### src/rtl/spgd_pkg.sv
// Shared definitions for the SPGD control path: sequencer state encoding and
// the 16-bit perturbation LFSR constants.
package spgd_pkg;

    localparam int          IN_WIDTH_DEF  = 14;
    // Fibonacci taps 16,14,13,11 expressed on a right-shifting register
    localparam logic [15:0] LFSR_TAPS     = 16'h002D;
    localparam logic [15:0] LFSR_SEED_DEF = 16'hACE1;

    typedef enum logic [1:0] {
        IDLE,
        LOAD,
        SEND,
        DONE
    } state_e;

endpackage

### src/rtl/spgd_lfsr16.sv
// 16-bit Fibonacci LFSR with step enable; shifts right, feedback enters at bit 15.
module spgd_lfsr16
    import spgd_pkg::*;
(
    input  logic        clk,
    input  logic        rst,
    input  logic        en,
    input  logic [15:0] seed,
    output logic [15:0] state
);

    logic [15:0] state_q;
    logic [15:0] state_d;

    always_comb begin
        state_d = state_q;
        if (en) begin
            state_d = {^(state_q & LFSR_TAPS), state_q[15:1]};
        end
    end

    always_ff @(posedge clk) begin
        if (rst) begin
            state_q <= seed;
        end else begin
            state_q <= state_d;
        end
    end

    assign state = state_q;

endmodule

### src/rtl/spgd_perturb_seq.sv
// SPGD perturbation sequencer: sweeps every channel, presents u +/- s*step to the
// external saturating adder and forwards each clamped result to the DAC writer.
module spgd_perturb_seq
    import spgd_pkg::*;
#(
    parameter int          IN_WIDTH  = IN_WIDTH_DEF,
    parameter int          NUM_CH    = 8,
    parameter int          CH_W      = 3,
    parameter logic [15:0] LFSR_SEED = LFSR_SEED_DEF
) (
    input  logic                clk,
    input  logic                rst,
    input  logic                start,
    input  logic                neg_phase,
    input  logic [IN_WIDTH-1:0] step,
    input  logic                base_we,
    input  logic [CH_W-1:0]     base_addr,
    input  logic [IN_WIDTH-1:0] base_data,
    output logic [IN_WIDTH-1:0] sat_a,
    output logic [IN_WIDTH-1:0] sat_b,
    output logic                sat_sub,
    input  logic [IN_WIDTH-1:0] sat_actual,
    output logic                dac_valid,
    input  logic                dac_ready,
    output logic [CH_W-1:0]     dac_ch,
    output logic [IN_WIDTH-1:0] dac_data,
    output logic [NUM_CH-1:0]   sign_bits,
    output logic                busy,
    output logic                done
);

    localparam logic [CH_W-1:0]     LAST_CH   = CH_W'(NUM_CH - 1);
    localparam logic [IN_WIDTH-1:0] STEP_MASK = {1'b0, {(IN_WIDTH-1){1'b1}}};

    state_e              state_q,     state_d;
    logic [CH_W-1:0]     ch_q,        ch_d;
    logic [IN_WIDTH-1:0] step_q,      step_d;
    logic                neg_q,       neg_d;
    logic [IN_WIDTH-1:0] base_q [NUM_CH];
    logic [IN_WIDTH-1:0] base_d [NUM_CH];
    logic [NUM_CH-1:0]   sign_q,      sign_d;
    logic                dac_valid_q, dac_valid_d;
    logic [CH_W-1:0]     dac_ch_q,    dac_ch_d;
    logic [IN_WIDTH-1:0] dac_data_q,  dac_data_d;
    logic                busy_q,      busy_d;
    logic                done_q,      done_d;
    logic                lfsr_en;
    logic [15:0]         lfsr_state;

    spgd_lfsr16 u_lfsr (
        .clk   (clk),
        .rst   (rst),
        .en    (lfsr_en),
        .seed  (LFSR_SEED),
        .state (lfsr_state)
    );

    always_comb begin
        state_d     = state_q;
        ch_d        = ch_q;
        step_d      = step_q;
        neg_d       = neg_q;
        base_d      = base_q;
        sign_d      = sign_q;
        dac_valid_d = dac_valid_q;
        dac_ch_d    = dac_ch_q;
        dac_data_d  = dac_data_q;
        busy_d      = busy_q;
        done_d      = 1'b0;
        lfsr_en     = 1'b0;
        sat_a       = '0;
        sat_b       = '0;
        sat_sub     = 1'b0;

        case (state_q)
            IDLE: begin
                if (base_we && (32'(base_addr) < NUM_CH)) begin
                    base_d[base_addr] = base_data;
                end
                if (start) begin
                    step_d  = step;
                    neg_d   = neg_phase;
                    ch_d    = '0;
                    busy_d  = 1'b1;
                    state_d = LOAD;
                end
            end
            LOAD: begin
                sat_a = base_q[ch_q];
                sat_b = step_q & STEP_MASK;
                if (!neg_q) begin
                    sat_sub      = lfsr_state[0];
                    sign_d[ch_q] = lfsr_state[0];
                    lfsr_en      = 1'b1;
                end else begin
                    sat_sub = ~sign_q[ch_q];
                end
                dac_data_d  = sat_actual;
                dac_ch_d    = ch_q;
                dac_valid_d = 1'b1;
                state_d     = SEND;
            end
            SEND: begin
                // sign_q[ch] already holds this channel's draw, so the operands stay put
                sat_a   = base_q[ch_q];
                sat_b   = step_q & STEP_MASK;
                sat_sub = sign_q[ch_q] ^ neg_q;
                if (dac_ready) begin
                    dac_valid_d = 1'b0;
                    if (ch_q == LAST_CH) begin
                        state_d = DONE;
                    end else begin
                        ch_d    = ch_q + 1'b1;
                        state_d = LOAD;
                    end
                end
            end
            DONE: begin
                busy_d  = 1'b0;
                done_d  = 1'b1;
                state_d = IDLE;
            end
            default: state_d = IDLE;
        endcase
    end

    always_ff @(posedge clk) begin
        if (rst) begin
            state_q     <= IDLE;
            ch_q        <= '0;
            step_q      <= '0;
            neg_q       <= 1'b0;
            base_q      <= '{default: '0};
            sign_q      <= '0;
            dac_valid_q <= 1'b0;
            dac_ch_q    <= '0;
            dac_data_q  <= '0;
            busy_q      <= 1'b0;
            done_q      <= 1'b0;
        end else begin
            state_q     <= state_d;
            ch_q        <= ch_d;
            step_q      <= step_d;
            neg_q       <= neg_d;
            base_q      <= base_d;
            sign_q      <= sign_d;
            dac_valid_q <= dac_valid_d;
            dac_ch_q    <= dac_ch_d;
            dac_data_q  <= dac_data_d;
            busy_q      <= busy_d;
            done_q      <= done_d;
        end
    end

    // A zero LFSR state would lock every future sign to zero
    assert property (@(posedge clk) disable iff (rst) lfsr_state != 16'h0000);

    assign dac_valid = dac_valid_q;
    assign dac_ch    = dac_ch_q;
    assign dac_data  = dac_data_q;
    assign sign_bits = sign_q;
    assign busy      = busy_q;
    assign done      = done_q;

endmodule

### config.mk
export PLATFORM = sky130hd
export DESIGN_NAME = spgd_perturb_seq
export DESIGN_NICKNAME = d
export VERILOG_FILES = /design/src/rtl/spgd_pkg.sv /design/src/rtl/spgd_lfsr16.sv /design/src/rtl/spgd_perturb_seq.sv
export SDC_FILE = /design/constraint.sdc
export NUM_CORES = 1
export LEC_CHECK = 0
export ABC_AREA = 1
export CORE_MARGIN = 4
export CORE_UTILIZATION = 45
export CTS_CLUSTER_DIAMETER = 50
export CTS_CLUSTER_SIZE = 25
export DETAILED_ROUTE_END_ITERATION = 12
export DONT_BUFFER_PORTS = 1
export PLACE_DENSITY = 0.72
export SLEW_MARGIN = 20
export SYNTH_ARGS = -nofsm -noshare
export SYNTH_HDL_FRONTEND = slang
export SYNTH_SLANG_ARGS = --single-unit
### constraint.sdc
create_clock -name clk -period 2.05 [get_ports clk]
set_input_delay 0.3075 -clock clk [delete_from_list [all_inputs] [get_ports clk]]
set_output_delay 0.3075 -clock clk [all_outputs]
set_load 0.01 [all_outputs]
==> impl_metrics.yaml <==
route:
  drtIter0Drc: 465
  vias: 6794
  vias_per_cell: 5.218
  drt_pass1_iterations: 5
  drt-wirelength-per-cell_um: 15.76
  ant_nets: 0
  drc: 0
  drt-total-wl_um: 20530
worst_setup_path:
  start_kind: "flip-flop"
  crit_path_end_kind: "output pin"
  crit_fanout: 7
  cp.required_ps: 1740
  rrSetupSlack_ps: 240
  arrival_ps: 1790
  path_class: "flip-flop to output pin"
logic_synthesis:
  synth_top_cell_by_area: "dfxtp_1"
  synth_seq_cells: 175
  syn_area_mm2: 0.007466
  synth_area_leaders: "dfxtp_1 47%, nor2_1 15%, o21ai_0 11%"
  synth_top_area_share_pct: 46.92
  avgSynthCellArea_um2: 7.063
  syn_inst: 1057
  seq_area_frac_synth_pct: 46.92
  syn_nets: 1115
  synth.distinct_cells: 32
  synth-warning-count: 0
global_route:
  met2_usage_pct: 35.84
  use_met3_pct: 5.919
  grt_use_total_pct: 21.82
  grt-busiest-layer: "met2"
  grt-ovfl-total: 0
  grt_max_degree: 61
  grt_pass1_wl_um: 31750
  grt_use_met1_pct: 27.24
  antenna_found_initial: 0
  grt_pass1_vias: 6181
pwr:
  swShare_pct: 32.19
  cell_internal_pwr_uw: 6270
  ir_drop_uv: 661.4
  power.leakage_uw: 0.003510
  combPwrFrac_pct: 21.3
  seqPwrFrac_pct: 45.0
  cellPowerDensity_mw_per_mm2: 1067
  switching_power_uw: 2976
  p_clk_share_pct: 33.7
sta:
  finalCritPeriodShare_pct: 102.2
  holdWs_ps: 10.08
  fin_skew_ps: 8.582
  worst_pin_slew_ps: 706.1
  drv_slew: 0
  max_freq_mhz: 477.5
  finalCriticalPeriod_ps: 2094
  maxSlewHeadroom_pct: 52.87
  setup_ws_ps: -44.41
  tns_ps: -241.4
  setup_viol: 11
  hold_viol: 0
  rsz0062_at_grt: "yes"
clocking:
  root_buffer: "clkbuf_16"
  clkSlewWorstSetupHoldPaths_ps: 60
  htreeDepth: 4
  cts.sinks: 175
  cts_tree: "done"
  clk_latency_ps: 430
  cts_inserted_buffers: 17
  clk_path_buf_depth: 2
floorplan:
  rows: 46
  io-pin-count: 108
  die_w_um: 136.8
  start_util_pct: 46.49
  core_mm2: 0.01606
  dieArea_mm2: 0.01872
  die_h_um: 136.8
final_layout:
  fin_util_pct: 53.94
  drive_above_1_share_pct: 13.17
  num-nets-final: 1132
  diodes: 0
  layout_common_cells: "299 x nor2_1, 172 x dfxtp_1, 169 x nand2_1"
  synthToLayoutAreaGrowth_pct: 16.02
  final_common_cell: "nor2_1"
  fillCellCount: 1527
outcome:
  outcome: "complete, but fails checks"
  violations: "setup timing"
placement:
  place_hpwl_um: 13680
  gp_congestion: 0.8831
  port_buffers: 0
run:
  drv_cap: 0
worst_hold_path:
  worstHoldPathType: "input port to flip-flop"
-- cells in the mapped netlist (all sizes together) --
master  count
nand4      18
conb        1
nand3      14
nand2     183
a211oi      1
nand3b      1
buf        32
nor2      313
a22oi       1
ha          7
o22ai       2
inv        54
clkbuf     31
xor2        1
o21a        9
nor3        4
xnor2       2
dfxtp     175
o21ai     167
nor4        3
a21oi      38
-- critical path, stage by stage, from the launching register on --
cell and delay [ps]:
dfxtp_4 390, nor2_4 150, inv_4 60, nor2_4 200
buf_6 190, nand2_2 50, nand4_1 120, o21a_1 190
-- through the flow --
stage	power (uW)	instance area, um2	setup slack, ps	instances
after detailed placement	6003	7717	43.49	1252
after global routing	9732	8662	-85.21	1302
after floorplan	5538	7466	487.1	1057
after CTS	9206	8538	-26.97	1299
final	9246	8662	-44.41	1302
after global placement	5955	7717	82.83	1252
-- layout make-up --
class | count | area [um2] | area share [%]
Sequential cell | 175 | 3515 | 40.57
Clock inverter | 12 | 111.4 | 1.286
Clock buffer | 19 | 452.9 | 5.229
Timing Repair Buffer | 61 | 564.3 | 6.515
Multi-Input combinational cell | 765 | 3531 | 40.76
Inverter | 54 | 217.7 | 2.513
Tap cell | 216 | 270.3 | 3.120
-- power by group through the flow --
stage / combinational [uW] / sequential, uW / clock, uW
finish: 1970 / 4160 / 3120
global route: 2220 / 4210 / 3300
CTS: 1880 / 4160 / 3170
detailed placement: 1770 / 4230 / 0
global placement: 1740 / 4210 / 0
floorplan: 1380 / 4160 / 0
-- repair_timing --
action                     in CTS  in global routing
buffers inserted                9                  4
cloned                          1                  0
gates resized for setup        37                 30
hold endpoints to repair       15                  0
pin swaps                       8                 20
setup endpoints to repair      15                 69
hold buffers                    6                  0
-- cell families after synthesis --
kind of cell / after synthesis / share of synthesized area [%]
XOR/XNOR: 3 / 0.3520
AND/OR/NAND/NOR: 536 / 28.84
adder cells (fa/ha/maj): 7 / 1.173
AO/OA/AOI/OAI: 218 / 15.12
buffers and inverters: 117 / 7.541
flip-flops: 175 / 46.92
other: 1 / 0.05023
-- sequential cells by signal, summed over array words and instances (netlist names) --
register	cells
u_lfsr.state	16
dac_data	14
busy	1
dac_valid	1
done	1
step_q	13
ch_q	3
dac_ch	3
base_q	112
neg_q	1
sign_bits	8
state_q	2
-- layer usage --
layer	routed length, um	part of all wire [%]
met5	0	0
met2	9618	47
met3	1741	8.5
met4	531	2.6
met1	8635	42
-- worst paths after layout --
check,from,endpoint,cells after the start
max,ch_q[1]$_SDFFE_PP0P_,sat_a[4],7
min,base_data[9],base_q[9]$_SDFFE_PP0P_,2
max reg2reg,state_q[0]$_SDFFE_PP0P_,base_q[102]$_SDFFE_PP0P_,8
min reg2reg,u_lfsr.state[10]$_SDFFE_PP1P_,u_lfsr.state[10]$_SDFFE_PP1P_,2
Power figures use the tool's default switching activity.
